`config.mk`:
```
export PLATFORM = sky130hd
export DESIGN_NAME = bcd_to_binary
export DESIGN_NICKNAME = d
export VERILOG_FILES = /design/src/rtl/bcd_to_binary_pkg.sv /design/src/rtl/bcd_to_binary_digit_adjust.sv /design/src/rtl/bcd_to_binary.sv
export SDC_FILE = /design/constraint.sdc
export NUM_CORES = 1
export LEC_CHECK = 0
export ABC_AREA = 1
export BUFFER_PORTS_ARGS = -buffer_cell sky130_fd_sc_hd__buf_2
export CORE_ASPECT_RATIO = 1.4
export CORE_MARGIN = 5
export CORE_UTILIZATION = 54
export DETAILED_ROUTE_END_ITERATION = 6
export PLACE_DENSITY = 0.75
export SYNTH_ARGS = -nofsm -noshare
export SYNTH_HDL_FRONTEND = slang
export SYNTH_HIERARCHICAL = 1
export SYNTH_SLANG_ARGS = --single-unit
```
`constraint.sdc`:
```
create_clock -name clk -period 1.4 [get_ports clk]
set_input_delay 0.14 -clock clk [delete_from_list [all_inputs] [get_ports clk]]
set_output_delay 0.14 -clock clk [all_outputs]
set_load 0.05 [all_outputs]
```
`src/rtl/bcd_to_binary_pkg.sv`:
```
// Purpose: shared constants for the iterative BCD-to-binary converter.
// Latency: n/a (constants and a compile-time helper only).
// Backpressure: n/a.
//
// Contents: FSM state codes, parameter defaults, largest legal BCD digit,
// and the iteration-counter width helper.
package bcd_to_binary_pkg;

  // Parameter defaults: 3 digits (0..999) fit in 10 bits.
  localparam int DIGITS_DEFAULT = 3;
  localparam int BIN_W_DEFAULT  = 10;

  // FSM state encoding.
  localparam logic [1:0] S_IDLE  = 2'd0;
  localparam logic [1:0] S_SHIFT = 2'd1;
  localparam logic [1:0] S_DONE  = 2'd2;

  // Largest legal value of a single BCD digit.
  localparam logic [3:0] BCD_DIGIT_MAX = 4'd9;

  // The counter must be able to hold BIN_W itself.
  function automatic int cnt_width(input int bin_w);
    return $clog2(bin_w + 1);
  endfunction

  localparam int CNT_W_DEFAULT = cnt_width(BIN_W_DEFAULT);

endpackage

```
`src/rtl/bcd_to_binary_digit_adjust.sv`:
```
// Purpose: per-digit correction step of reverse double-dabble.
// Latency: combinational, zero cycles.
// Backpressure: none; pure function of its input.
//
// Ports:
//   din  - one 4-bit BCD digit after the right shift
//   dout - din - 3 when din >= 8, otherwise din unchanged
module bcd_digit_adjust (
  input  logic [3:0] din,
  output logic [3:0] dout
);

  // A digit >= 8 never underflows when 3 is subtracted, so 4 bits suffice.
  always_comb begin
    dout = din;
    if (din >= 4'd8) begin
      dout = din - 4'd3;
    end
  end

endmodule

```
`src/rtl/bcd_to_binary.sv`:
```
// Purpose: sequential reverse-double-dabble converter, packed BCD in, binary out.
// Latency: BIN_W+1 cycles from accepted start to done; 1 cycle on invalid input.
// Backpressure: start is honoured only in IDLE; requests while busy/done are dropped.
//
// Ports:
//   clk, reset - rising-edge clock, synchronous active-high reset
//   start      - conversion request, sampled in IDLE only
//   bcd_in     - packed BCD operand, digit 0 in bits [3:0]
//   busy       - high while shift steps are running
//   done       - one-cycle pulse when bin_out is valid
//   error      - one-cycle pulse alongside done if any input digit exceeded 9
//   bin_out    - converted value (0 on error), held until the next result
module bcd_to_binary
  import bcd_to_binary_pkg::*;
#(
  parameter int DIGITS = DIGITS_DEFAULT,
  parameter int BIN_W  = BIN_W_DEFAULT
) (
  input  logic                  clk,
  input  logic                  reset,
  input  logic                  start,
  input  logic [4*DIGITS-1:0]   bcd_in,
  output logic                  busy,
  output logic                  done,
  output logic                  error,
  output logic [BIN_W-1:0]      bin_out
);

  localparam int BCD_W  = 4 * DIGITS;
  localparam int WORK_W = BCD_W + BIN_W;
  localparam int CNT_W  = cnt_width(BIN_W);

  // Count value during the final shift step.
  localparam logic [CNT_W-1:0] LAST_STEP = CNT_W'(BIN_W - 1);

  logic [1:0]        state;
  logic [CNT_W-1:0]  count;
  // Work register layout: {bcd_part, bin_part}.
  logic [WORK_W-1:0] work;
  // Remembers that the pending DONE cycle belongs to a rejected request.
  logic              err_flag;

  logic [WORK_W-1:0] shifted;
  logic [BCD_W-1:0]  bcd_adj;
  logic [WORK_W-1:0] work_next;
  logic              bcd_invalid;

  // One step: shift the whole register right, then correct every BCD digit.
  assign shifted = work >> 1;

  for (genvar g = 0; g < DIGITS; g++) begin : g_adj
    bcd_digit_adjust u_adj (
      .din  (shifted[BIN_W + 4*g +: 4]),
      .dout (bcd_adj[4*g +: 4])
    );
  end

  assign work_next = {bcd_adj, shifted[BIN_W-1:0]};

  // Any digit above 9 makes the request invalid.
  always_comb begin
    bcd_invalid = 1'b0;
    for (int i = 0; i < DIGITS; i++) begin
      if (bcd_in[4*i +: 4] > BCD_DIGIT_MAX) begin
        bcd_invalid = 1'b1;
      end
    end
  end

  always_ff @(posedge clk) begin
    if (reset) begin
      state    <= S_IDLE;
      count    <= '0;
      work     <= '0;
      err_flag <= 1'b0;
      busy     <= 1'b0;
      done     <= 1'b0;
      error    <= 1'b0;
      bin_out  <= '0;
    end else begin
      done  <= 1'b0;
      error <= 1'b0;
      case (state)
        S_IDLE: begin
          if (start) begin
            if (bcd_invalid) begin
              // The rejection is reported immediately; the DONE cycle that
              // follows only holds off a new start and must not pulse again.
              state    <= S_DONE;
              err_flag <= 1'b1;
              done     <= 1'b1;
              error    <= 1'b1;
              bin_out  <= '0;
            end else begin
              state    <= S_SHIFT;
              work     <= {bcd_in, {BIN_W{1'b0}}};
              count    <= '0;
              err_flag <= 1'b0;
              busy     <= 1'b1;
            end
          end
        end
        S_SHIFT: begin
          work  <= work_next;
          count <= count + 1'b1;
          if (count == LAST_STEP) begin
            state <= S_DONE;
            busy  <= 1'b0;
          end
        end
        S_DONE: begin
          state    <= S_IDLE;
          err_flag <= 1'b0;
          if (!err_flag) begin
            done    <= 1'b1;
            bin_out <= work[BIN_W-1:0];
          end
        end
        default: begin
          state <= S_IDLE;
          busy  <= 1'b0;
        end
      endcase
    end
  end

  // Every BCD bit has been shifted out into bin_part by the last step.
  a_bcd_drained: assert property (@(posedge clk) disable iff (reset)
    (state == S_DONE && !err_flag) |-> (work[WORK_W-1:BIN_W] == '0));

endmodule

```
==> summary.txt <==
Global routing
  • First-pass GRT wire length: 7.98 mm
  • Remaining Overflow, GRT: 0
  • GRT Total Usage: 18.0%
  • GR peak layer: met2
  • Vias in the first global route: 1841
  • Initial antenna violation count: 0
  • Largest net degree at the start of global routing: 29
  • Met1 Use GR: 20.5%
  • Met2 usage: 32.6%
  • Met3 Use GR: 3.58%

Cells and area
  • Antenna diode count: 0
  • Layout cells sized above 1: 18.9%
  • Design Area, Final: 0.00248 mm²
  • Area of the multi-input gates: 0.00111 mm²
  • Final net count: 376
  • Core Util, Final: 63.3%
  • Filler cells: 380
  • Sequential Area: 852 µm²
  • Area growth syn-to-layout: 13.6%

Placement
  • Post-DP Area: 0.00237 mm²
  • Placer Congestion: 0.785
  • Post-Place Worst Slack: 0.0429 ns
  • IO buf count: 27
  • HPWL after DPL: 3.25 mm

Clocking
  • Clk Latency, worst-skew pair: 0.29 ns
  • # hold bufs at CTS: 0
  • Clk root buf: clkbuf_8
  • Clock sinks: 42
  • CTS buffer count: 5
  • CTS tree: done
  • CTS H-tree depth: 2
  • Clock Path Buffers: 2
  • Clk pin slew, worst setup/hold paths: 0.08 ns

Routing
  • Wirelength per Cell: 11.3 µm
  • Antenna Nets Post-Route: 0
  • Vias per cell: 5.08
  • First DRT Iteration DRCs: 77
  • Final WL: 4.47 mm
  • DRC errors left: 0
  • First-pass iteration count of the detailed router: 4
  • Via count: 2017

Die
  • Core Area: 0.00392 mm²
  • FP Rows: 27
  • I/O Pins: 28
  • Die width: 63.7 µm
  • Die Y: 85.2 µm
  • Initial core utilization: 55.7%
  • Die ar.: 0.00543 mm²

Critical path
  • CP Capture Type: register
  • CP dominant cell by count: nand2_1
  • WP buf/inv: 2
  • Critical Path Start Type: register
  • Worst path slowest cell: dfxtp_4
  • Worst path max stage delay: 0.38 ns
  • Crit path cell chain: inv_1 > ha_1 > nand2_1 > o21ai_0 > nand2_2 > nand2_1 > inv_1 > nand4_1 > nand2_1 > nor2_1
  • Cell family with the largest share of critical-path delay: simple AND/OR/NAND/NOR gates
  • Worst Path Required: 1.60 ns
  • Crit path DAT: 1.51 ns
  • Worst Path Max Fanout: 5
  • Setup Crit Path Kind: register to register

Flow run
  • Max-cap violations: 0

Yosys
  • Cell count after synthesis: 317
  • Synthesis Warnings: 6
  • Yosys cell types: 30
  • Mean Syn Cell Area: 6.89 µm²
  • Yosys reg bits: 42
  • Sequential area share after synthesis: 38.5%
  • Mapped Area: 0.00218 mm²

STA
  • RSZ-0062 raised after global routing: true
  • Final Hold Viols: 0
  • Highest Clock Rate: 760 MHz
  • Skew final: 0.00339 ns
  • Period utilization: 93.9%
  • Max Slew Vio Count: 0
  • Min Tclk post-route: 1.32 ns
  • # setup viols final: 0
  • Slack of the critical path: 0.0847 ns

Run status
  • Outcome: finished clean

Hold path
  • Hold Crit Class: input port to register

Power
  • Pwr dens: 1310 mW/mm²
  • Total Power: 3.25 mW
  • Worst IR Drop VDD: 1.04 mV
  • Leak: 1.19 nW
-- layer usage --
metal  share of wire, %  vias to the layer above
met3                4.4                        7
met4                1.5                        0
li1                   -                     1061
met1                 42                      916
met2                 52                       33
met5                  0                        -
-- sequential cells by signal, indices dropped and copies added, names as in the netlist --
name and count:
work 22, bin_out 10, count 4, state 2
busy 1, done 1, err_flag 1, error 1
-- cell families after synthesis --
logic type,after synthesis,share of synthesized area [%]
AND/OR/NAND/NOR,169,34.1
buffers and inverters,54,11.7
flip-flops,42,38.5
AO/OA/AOI/OAI,40,9.74
adder cells (fa/ha/maj),8,4.58
XOR/XNOR,3,1.20
other,1,0.172
-- synthesized netlist by cell type, drive strengths merged --
| library cell | n | share of area [%] |
|---|---|---|
| nand2 | 105 | 19 |
| dfxtp | 42 | 39 |
| inv | 40 | 7.1 |
| nor2 | 27 | 5.0 |
| a21oi | 26 | 6.0 |
| nand3 | 19 | 4.6 |
| nand4 | 14 | 4.0 |
| buf | 11 | 4.1 |
| o21ai | 9 | 2.1 |
| ha | 8 | 4.6 |
| a21boi | 3 | 1.0 |
| clkbuf | 3 | 0.52 |
| or2 | 3 | 0.86 |
| xor2 | 3 | 1.2 |
| a211oi | 1 | 0.34 |
| conb | 1 | 0.17 |
| nand3b | 1 | 0.34 |
| o211ai | 1 | 0.34 |
-- timing repair --
item,in CTS,in global routing
gates resized for setup,0,8
hold endpoints to repair,0,0
setup buffers,0,0
setup endpoints to repair,0,6
-- worst paths after layout --
check,cells past startpoint,slack (ns),startpoint,end
max,10,0.08,work[15],work[15]
min,3,0.17,start,error
max reg2reg,10,0.08,work[15],work[15]
min reg2reg,2,0.45,busy,busy
-- through the flow --
step,instances,hold slack (ns),TNS [ns]
4_1_cts,397,0.168,0
6_report,397,0.171,0
5_1_grt,397,0.181,-0.00111
3_5_place_dp,389,0.440,0
2_1_floorplan,322,0.317,0
3_3_place_gp,389,0.433,0
-- worst reg2reg max path, stage by stage (launching register included) --
cell	delay, ns
dfxtp_4	0.38
inv_1	0.04
ha_1	0.28
nand2_1	0.06
o21ai_0	0.09
nand2_2	0.08
nand2_1	0.04
inv_1	0.04
nand4_1	0.09
nand2_1	0.07
nor2_1	0.05
-- layout by cell type, fill, tap and decap left out, types with 2 or more instances in the layout --
cell type	n
dfxtp_2	3
or2_2	2
xor2_1	3
dfxtp_1	37
inv_1	37
ha_1	8
conb_1	6
a21boi_1	3
buf_4	11
buf_2	27
nand2_1	96
o21ai_0	3
nor2_1	26
inv_2	2
nand4_1	14
a21oi_1	26
dfxtp_4	2
o21ai_1	6
nand3_1	18
clkbuf_8	6
nand2_2	8
-- report_power, final --
part | internal (mW) | switching [mW]
logic | 0.346 | 0.644
registers | 1.32 | 0.126
clock network | 0.396 | 0.417
-- area by class of cell --
cell class,instances,area share (%)
Clock buffer,6,3.33
Clock inverter,2,0.505
Inverter,40,6.26
Multi-Input combinational cell,226,44.6
Sequential cell,42,34.4
Tap cell,43,2.17
Timing Repair Buffer,38,8.78
(Power assumes the default switching activity.)
